==> src/rtl/frame_fifo_writer_pkg.sv <==
// Shared definitions for the frame FIFO writer: input data-type codes and the
// footer word layout that host software decodes.
package frame_fifo_writer_pkg;

  localparam int DTYPE_WIDTH = 8;

  localparam logic [DTYPE_WIDTH-1:0] DT_FRAME_START = 8'h01;
  localparam logic [DTYPE_WIDTH-1:0] DT_FRAME_END   = 8'h02;
  localparam logic [DTYPE_WIDTH-1:0] DT_HEADER      = 8'h04;
  localparam logic [DTYPE_WIDTH-1:0] DT_STATUS      = 8'h08;
  // Any dtype with a bit set here is a pixel word (YUV planes, raw, ...).
  localparam logic [DTYPE_WIDTH-1:0] PIXEL_MASK     = 8'hF0;

  localparam int TRUNC_BIT   = 31;
  localparam int UNTERM_BIT  = 30;
  localparam int COUNT_WIDTH = 24;

  function automatic logic [31:0] make_footer(input logic                   trunc,
                                              input logic                   unterm,
                                              input logic [COUNT_WIDTH-1:0] count);
    logic [31:0] word;
    word                    = '0;
    word[TRUNC_BIT]         = trunc;
    word[UNTERM_BIT]        = unterm;
    word[COUNT_WIDTH-1:0]   = count;
    return word;
  endfunction

endpackage

==> src/rtl/frame_fifo_writer.sv <==
// Writes packed header/pixel words of admitted frames into the host FIFO and
// closes every admitted frame with a footer {trunc, unterm, 6'b0, word_count}.
module frame_fifo_writer
  import frame_fifo_writer_pkg::*;
#(
  parameter int FIFO_ADDR_WIDTH = 11,
  parameter int MIN_FREE_WORDS  = 512
) (
  input  logic                       clk,
  input  logic                       resetb,
  input  logic                       enable,
  input  logic                       dvi,
  input  logic [DTYPE_WIDTH-1:0]     dtypei,
  input  logic [31:0]                datai,
  input  logic [FIFO_ADDR_WIDTH:0]   fifo_free,
  output logic                       fifo_we,
  output logic [31:0]                fifo_data,
  output logic [15:0]                frame_count,
  output logic [15:0]                drop_count,
  output logic                       busy
);

  typedef enum logic [2:0] {
    ST_IDLE,
    ST_ACTIVE,
    ST_TRUNC,
    ST_FOOTER,
    ST_DROP
  } state_e;

  localparam logic [FIFO_ADDR_WIDTH:0] MIN_FREE     = (FIFO_ADDR_WIDTH+1)'(MIN_FREE_WORDS);
  // fifo_free lags fifo_we by a cycle, so one in-flight write must still fit.
  localparam logic [FIFO_ADDR_WIDTH:0] WRITE_MARGIN = (FIFO_ADDR_WIDTH+1)'(2);

  state_e                 state_q, state_d;
  logic [COUNT_WIDTH-1:0] word_count_q, word_count_d;
  logic                   trunc_q, trunc_d;
  logic                   unterm_q, unterm_d;
  logic                   drop_pending_q, drop_pending_d;
  logic [15:0]            frame_count_q, frame_count_d;
  logic [15:0]            drop_count_q, drop_count_d;
  logic                   fifo_we_q, fifo_we_d;
  logic [31:0]            fifo_data_q, fifo_data_d;
  logic                   busy_q;

  logic frame_start;
  logic frame_end;
  logic payload;
  logic can_write;
  logic footer_req;
  logic drop_inc;

  assign frame_start = dvi && (dtypei == DT_FRAME_START);
  assign frame_end   = dvi && (dtypei == DT_FRAME_END);
  assign payload     = dvi && ((dtypei == DT_HEADER) || (|(dtypei & PIXEL_MASK)));
  assign can_write   = (fifo_free >= WRITE_MARGIN);

  // NOTE: every signal assigned here gets a default first, so no path can
  // leave one unassigned and infer a latch.
  always_comb begin
    state_d        = state_q;
    word_count_d   = word_count_q;
    trunc_d        = trunc_q;
    unterm_d       = unterm_q;
    drop_pending_d = drop_pending_q;
    frame_count_d  = frame_count_q;
    drop_count_d   = drop_count_q;
    fifo_we_d      = 1'b0;
    fifo_data_d    = fifo_data_q;
    footer_req     = 1'b0;
    drop_inc       = 1'b0;

    unique case (state_q)
      ST_IDLE: begin
        if (frame_start) begin
          if (enable && (fifo_free >= MIN_FREE)) begin
            state_d        = ST_ACTIVE;
            word_count_d   = '0;
            trunc_d        = 1'b0;
            unterm_d       = 1'b0;
            drop_pending_d = 1'b0;
          end else begin
            state_d  = ST_DROP;
            drop_inc = 1'b1;
          end
        end
      end

      ST_ACTIVE, ST_TRUNC: begin
        if (frame_end || frame_start) begin
          footer_req = 1'b1;
          // An unterminated frame is closed here; the frame just starting is dropped.
          if (frame_start) begin
            unterm_d       = 1'b1;
            drop_pending_d = 1'b1;
            drop_inc       = 1'b1;
          end
        end else if (payload && (state_q == ST_ACTIVE)) begin
          if (can_write) begin
            fifo_we_d   = 1'b1;
            fifo_data_d = datai;
            if (word_count_q != '1) begin
              word_count_d = word_count_q + 24'd1;
            end
          end else begin
            trunc_d = 1'b1;
            state_d = ST_TRUNC;
          end
        end
      end

      ST_FOOTER: begin
        footer_req = 1'b1;
        if (frame_start) begin
          drop_pending_d = 1'b1;
          drop_inc       = 1'b1;
        end
      end

      ST_DROP: begin
        if (frame_end) begin
          state_d = ST_IDLE;
        end else if (frame_start) begin
          drop_inc = 1'b1;
        end
      end

      default: state_d = ST_IDLE;
    endcase

    // Footer uses the flag values updated this cycle, so an unterm close
    // carries its own flag.
    if (footer_req) begin
      if (can_write) begin
        fifo_we_d      = 1'b1;
        fifo_data_d    = make_footer(trunc_d, unterm_d, word_count_d);
        frame_count_d  = frame_count_q + 16'd1;
        state_d        = drop_pending_d ? ST_DROP : ST_IDLE;
        drop_pending_d = 1'b0;
      end else begin
        state_d = ST_FOOTER;
      end
    end

    if (drop_inc && (drop_count_q != 16'hFFFF)) begin
      drop_count_d = drop_count_q + 16'd1;
    end
  end

  // NOTE: sequential state uses non-blocking assignments so every register
  // samples the pre-edge values regardless of statement order.
  always_ff @(posedge clk or negedge resetb) begin
    if (!resetb) begin
      state_q        <= ST_IDLE;
      word_count_q   <= '0;
      trunc_q        <= 1'b0;
      unterm_q       <= 1'b0;
      drop_pending_q <= 1'b0;
      frame_count_q  <= '0;
      drop_count_q   <= '0;
      fifo_we_q      <= 1'b0;
      fifo_data_q    <= '0;
      busy_q         <= 1'b0;
    end else begin
      state_q        <= state_d;
      word_count_q   <= word_count_d;
      trunc_q        <= trunc_d;
      unterm_q       <= unterm_d;
      drop_pending_q <= drop_pending_d;
      frame_count_q  <= frame_count_d;
      drop_count_q   <= drop_count_d;
      fifo_we_q      <= fifo_we_d;
      fifo_data_q    <= fifo_data_d;
      busy_q         <= (state_d != ST_IDLE);
    end
  end

  assign fifo_we     = fifo_we_q;
  assign fifo_data   = fifo_data_q;
  assign frame_count = frame_count_q;
  assign drop_count  = drop_count_q;
  assign busy        = busy_q;

endmodule
==> config.mk <==
export PLATFORM = sky130hd
export DESIGN_NAME = frame_fifo_writer
export DESIGN_NICKNAME = d
export VERILOG_FILES = /design/src/rtl/frame_fifo_writer_pkg.sv /design/src/rtl/frame_fifo_writer.sv
export SDC_FILE = /design/constraint.sdc
export NUM_CORES = 1
export LEC_CHECK = 0
export CAP_MARGIN = 20
export CORE_ASPECT_RATIO = 0.7
export CORE_MARGIN = 8
export CORE_UTILIZATION = 50
export CTS_CLUSTER_SIZE = 10
export DETAILED_ROUTE_END_ITERATION = 8
export HOLD_SLACK_MARGIN = 0.03
export PLACE_DENSITY = 0.83
export SLEW_MARGIN = 15
export SYNTH_ARGS = -nofsm -noshare
export SYNTH_HDL_FRONTEND = slang
export SYNTH_SLANG_ARGS = --single-unit
==> constraint.sdc <==
create_clock -name clk -period 2.9 [get_ports clk]
set_clock_uncertainty 0.1 [all_clocks]
set_input_delay 0.435 -clock clk [delete_from_list [all_inputs] [get_ports clk]]
set_output_delay 0.435 -clock clk [all_outputs]
set_load 0.01 [all_outputs]
# After elaboration in Yosys (flattened, before gate mapping)
# Cells that the tools add are included.
# word_totals
regBits	96
input_bits	56
out_inout_bits	66
wordCells	92
# classes
n_addsub	3
magnitude_cmp	2
eq_ne	9
mux	55
n_reduce_logical	13
# ops
cell	n
two-way mux 32 bit	6
two-way mux 24 bit	6
case mux 24 bit (2 select lines)	1
adder 16 x 1 -> 16 bit (second input constant)	2
two-way mux 1 bit	27
two-way mux 3 bit	9
adder 24 x 1 -> 24 bit (second input constant)	1
!= test 24 bit (second input constant)	1
!= test 16 bit (second input constant)	1
greater-or-equal comparator 12 x 10 -> 1 bit (second input constant)	1
greater-or-equal comparator 12 x 2 -> 1 bit (second input constant)	1
case mux 3 bit (4 select lines)	1
equality test 8 x 1 -> 1 bit (second input constant)	1
equality test 8 x 2 -> 1 bit (second input constant)	1
equality test 8 x 3 -> 1 bit (second input constant)	1
equality test 3 x 2 -> 1 bit (second input constant)	2
logical AND 1 bit	6
case mux 1 bit (2 select lines)	3
case mux 1 bit (4 select lines)	1
OR reduction 4 bit	1
equality test 3 x 1 -> 1 bit (second input constant)	1
equality test 3 bit (second input constant)	1
zero test 3 bit	1
case mux 1 bit (3 select lines)	1
other kinds (4)	5

# Depth between registers and ports, before layout
# depth
word_depth	9
mapped_depth	9
depth_no_buf	7

# Worst setup path after synthesis
# No wires, ideal clock.
# synth_path
kind	input to register
startpoint	input port dtypei[5]
endpoint	register frame_count_q[15] (netlist: frame_count[15])
setup_ps	75
t_arrival_ps	2327
t_required_ps	2725
path_slack_ps	398
stages	8
n_path_buf	2
cell_sequence	or4_4 -> buf_6 -> a2111oi_4 -> maj3_4 -> and3_4 -> buf_6 -> and4_4 -> xor2_2
# synth_via
elab_chain_len	6
elab_cells_between_ends	8
cone_classes	eq/ne (2); mux (2); reduce/logical (4)
# synth_rtl
item	line	source
from (decl)	frame_fifo_writer.sv:13	input logic [DTYPE_WIDTH-1:0] dtypei,
equality test 8 x 2 -> 1 bit or equality test 8 x 1 -> 1 bit (tied branches)	frame_fifo_writer.sv:54, frame_fifo_writer.sv:53	
logical AND 1 bit, on equally long branches	frame_fifo_writer.sv:54, frame_fifo_writer.sv:53	
logical OR 1 bit *	frame_fifo_writer.sv:90	if (frame_end || frame_start) begin
two-way mux 1 bit *	frame_fifo_writer.sv:90	
case mux 1 bit (2 select lines) *	frame_fifo_writer.sv:73	unique case (state_q)
AND reduction 2 bit (no line) *	--	
to (signal assigned)	frame_fifo_writer.sv:170	frame_count_q <= frame_count_d;
to (decl)	frame_fifo_writer.sv:40	logic [15:0] frame_count_q, frame_count_d;
# Mark *: on every way between the ends. The rest lies on a longest branch, timed or not.
# A chain may end at the register's enable or synchronous reset.

# Worst setup path after layout
# layout_path
startpoint	input port dtypei[5]
endpoint	register drop_count_q[11] (netlist: drop_count[11])
# layout_via
elab_chain_len	6
elab_cells_between_ends	11
cone_classes	eq/ne (2); mux (5); reduce/logical (4)
# layout_rtl
item	line	source
equality test 8 x 1 -> 1 bit or equality test 8 x 2 -> 1 bit (tied branches)	frame_fifo_writer.sv:53, frame_fifo_writer.sv:54	
logical AND 1 bit, on equally long branches	frame_fifo_writer.sv:53, frame_fifo_writer.sv:54	
two-way mux 1 bit or logical OR 1 bit (tied branches)	--	
two-way mux 1 bit, on equally long branches	frame_fifo_writer.sv:121, frame_fifo_writer.sv:90	
case mux 1 bit (4 select lines) *	frame_fifo_writer.sv:73	
logical AND 1 bit *	frame_fifo_writer.sv:145	if (drop_inc && (drop_count_q != 16'hFFFF)) begin
to (signal assigned)	frame_fifo_writer.sv:171	drop_count_q <= drop_count_d;
to (decl)	frame_fifo_writer.sv:41	logic [15:0] drop_count_q, drop_count_d;
# Marked as above.

==> flow_summary.ini <==
[floorplan]
initial_core_util_pct = 51.23
die_x_um = 134.8
io_pins = 122
die-area_mm2 = 0.01337
fp-row-count = 30
die_h_um = 99.18
core_mm2 = 0.009647

[layout]
nFillCells = 696
area_growth_pct = 37.92
multi_input_area_mm2 = 0.002402
fin_area_mm2 = 0.006817
regArea_mm2 = 0.002402
drive_above_1_share_pct = 12.94
num_antenna_cells = 0
final_util_pct = 70.66
fin_nets = 711
layout_common_cells = 119 x clkdlybuf4s50_1, 96 x dfrtp_1, 95 x nand2_1
layout.cells.non_filler = 785
mostFrequentLayoutCell = clkdlybuf4s50_1

[synth]
syn_area_mm2 = 0.004942
synth_edf_count = 0
yosys_warnings = 0
syn_nets = 569
netlist_instances = 510
synthArstFlopShare_pct = 100.0
synthFlopType = dfrtp_1
synth_area_per_cell_um2 = 9.691
synth_cell_type_count = 63
ys_ff_latch = 96
ys_seq_area_share_pct = 48.61

[route]
drcViolationCount = 0
ant_nets = 0
wl_per_cell_um = 17.84
dr_total_vias = 4595
wirelength_um = 14000
vias_per_cell = 5.854
first_pass_iters = 5
dr.first_iter.drc_count = 422

[power]
p_per_area_mw_per_mm2 = 411.0
finalPower_w = 0.002801
vdd_drop_max_uv = 310.1
power_leakage_nw = 2.977

[critical_path]
slowest_stage = or4_4
cpPeakStageDelay_ps = 610
r2r_slack_ps = 300
crit_required_ps = 3070
rr_startpoint = word_count_q[0]$_DFF_PN0_
critPathKind = in -> reg
start_kind = input pin
crit_chain = clkdlybuf4s50_1 -> or4_4 -> nor4_2 -> a21boi_2 -> o21ai_2 -> nor4_1 -> xor2_1
worstPathMaxFanout = 15
crit_arrival_ps = 2870
r2r_cells = 7
worst_r2r_endpoint = fifo_data[17]$_DFF_PN0_
cp-end-kind = flop

[clocking]
clk_path_buf_depth = 2
clock_latency_ps = 350
post_cts_buffers = 0
path_clk_slew_ps = 70
clock-sinks = 96
clock-root-buffer = clkbuf_16
cts_tree = done
cts_buffers = 9
htree_levels = 3

[placed_design]
place.gp.congestion = 0.9158
place_inst = 769
dp_hpwl_um = 10060
io_buffers = 120
place_area_mm2 = 0.006492

[grt]
grtUsageTotal_pct = 20.87
grt_max_degree = 97
antenna_found_initial = 0
grt_pass1_wl_um = 22870
grt_overflow = 0
grt_pass1_vias = 4489

[hold_path]
hp-class = in -> async

[sta]
tightestPinTransition_ps = 693.0
hold_viol = 2
slew_viol_final = 0
relSlewSlack_pct = 53.79
max_freq_mhz = 369.5
rsz0062_at_grt = no
setup_violations = 0
hold_slack_ps = -10.11
fin_crit_ps = 2707
fin_crit_sh_pct = 93.33

[run]
drv_cap = 0

[status]
status = finished, violations left
violations = hold timing
==> critical path: cells and delay by family <==
family,cells,cell delay [ps]
XOR/XNOR,1,190
buffers and inverters,1,400
AND/OR/NAND/NOR,3,1340
AO/OA/AOI/OAI,2,510
==> report_power, final <==
| group | leakage [nW] | switching, W | total, W | internal [W] |
|---|---|---|---|---|
| combinational | 1.51 | 0.0000749 | 0.000189 | 0.000114 |
| clock | 0.155 | 0.000505 | 0.00124 | 0.000739 |
| sequential | 1.31 | 0.0000127 | 0.00137 | 0.00136 |
| total | 2.98 | 0.000593 | 0.00280 | 0.00221 |
==> worst max-delay path by stage <==
stage,start,end,cells past startpoint
6_report,dtypei[5],drop_count[11]$_DFFE_PN0P_,7
2_1_floorplan,dtypei[5],frame_count[15]$_DFFE_PN0P_,8
4_1_cts,dtypei[5],drop_count[11]$_DFFE_PN0P_,7
3_3_place_gp,dtypei[5],busy$_DFF_PN0_,9
3_5_place_dp,dtypei[5],drop_count[11]$_DFFE_PN0P_,7
5_1_grt,dtypei[5],drop_count[11]$_DFFE_PN0P_,7
==> final cells by class <==
| class | instances | area share (%) |
|---|---|---|
| Sequential cell | 96 | 35.24 |
| Multi-Input combinational cell | 385 | 35.24 |
| Timing Repair Buffer | 156 | 22.28 |
| Clock buffer | 12 | 3.910 |
| Tap cell | 128 | 2.349 |
| Clock inverter | 4 | 0.7526 |
| Inverter | 4 | 0.2203 |
==> sequential cells by signal, summed over array words and instances, names as in the netlist <==
signal          flops
trunc_q             1
word_count_q       24
drop_count         16
drop_pending_q      1
fifo_data          32
unterm_q            1
state_q             3
busy                1
fifo_we             1
frame_count        16
==> cells in the mapped netlist (5+ instances only) <==
| cell | count | share of area (%) |
|---|---|---|
| a21oi_1 | 25 | 2.5 |
| a31oi_1 | 10 | 1.3 |
| and3_1 | 21 | 2.7 |
| buf_2 | 6 | 0.61 |
| clkbuf_1 | 14 | 1.1 |
| dfrtp_1 | 96 | 49 |
| mux2i_1 | 6 | 1.2 |
| nand2_1 | 95 | 7.2 |
| nand3_1 | 23 | 2.3 |
| nand4_1 | 21 | 2.7 |
| nor2_1 | 18 | 1.4 |
| nor3_1 | 12 | 1.2 |
| nor3_2 | 6 | 1.2 |
| nor4_1 | 10 | 1.3 |
| o211ai_1 | 5 | 0.76 |
| o21a_1 | 7 | 1.1 |
| o21ai_0 | 13 | 1.3 |
| o31ai_1 | 7 | 1.1 |
| or3_1 | 5 | 0.63 |
| xnor2_1 | 16 | 2.8 |
| xor2_1 | 15 | 2.7 |
==> layer usage <==
| layer | up-vias | share of wire (%) | GRT usage [%] |
|---|---|---|---|
| li1 | 2140 | - | - |
| met1 | 2262 | 42 | 26.47 |
| met2 | 179 | 49 | 33.98 |
| met3 | 14 | 8.2 | 6.193 |
| met4 | 0 | 1.2 | 5.589 |
| met5 | - | 0 | 0 |
==> metrics by stage <==
step / TNS [ps] / setup WS [ps]
3_3_place_gp: -559.6 / -76.73
3_5_place_dp: -2113 / -218.0
6_report: 0 / 193.4
2_1_floorplan: 0 / 397.8
4_1_cts: 0 / 149.9
5_1_grt: 0 / 84.39
==> logic make-up (layout without fill, tap and decap cells) <==
group | after synthesis | in the layout | synth area share (%)
xor gates and xnor gates | 32 | 32 | 5.823
buffers and inverters | 29 | 176 | 2.962
AOI/OAI and AO/OA | 95 | 95 | 13.29
muxes | 10 | 10 | 2.127
DFF | 96 | 96 | 48.61
and+or+nand+nor | 244 | 244 | 26.15
adders and majority gates | 4 | 4 | 1.038
==> what timing repair did <==
action | CTS | global route
endpoints found under the setup margin | 0 | 1
resized for setup | 0 | 1
hold buffers | 0 | 0
No activity file was read; power rests on OpenSTA's default activity.
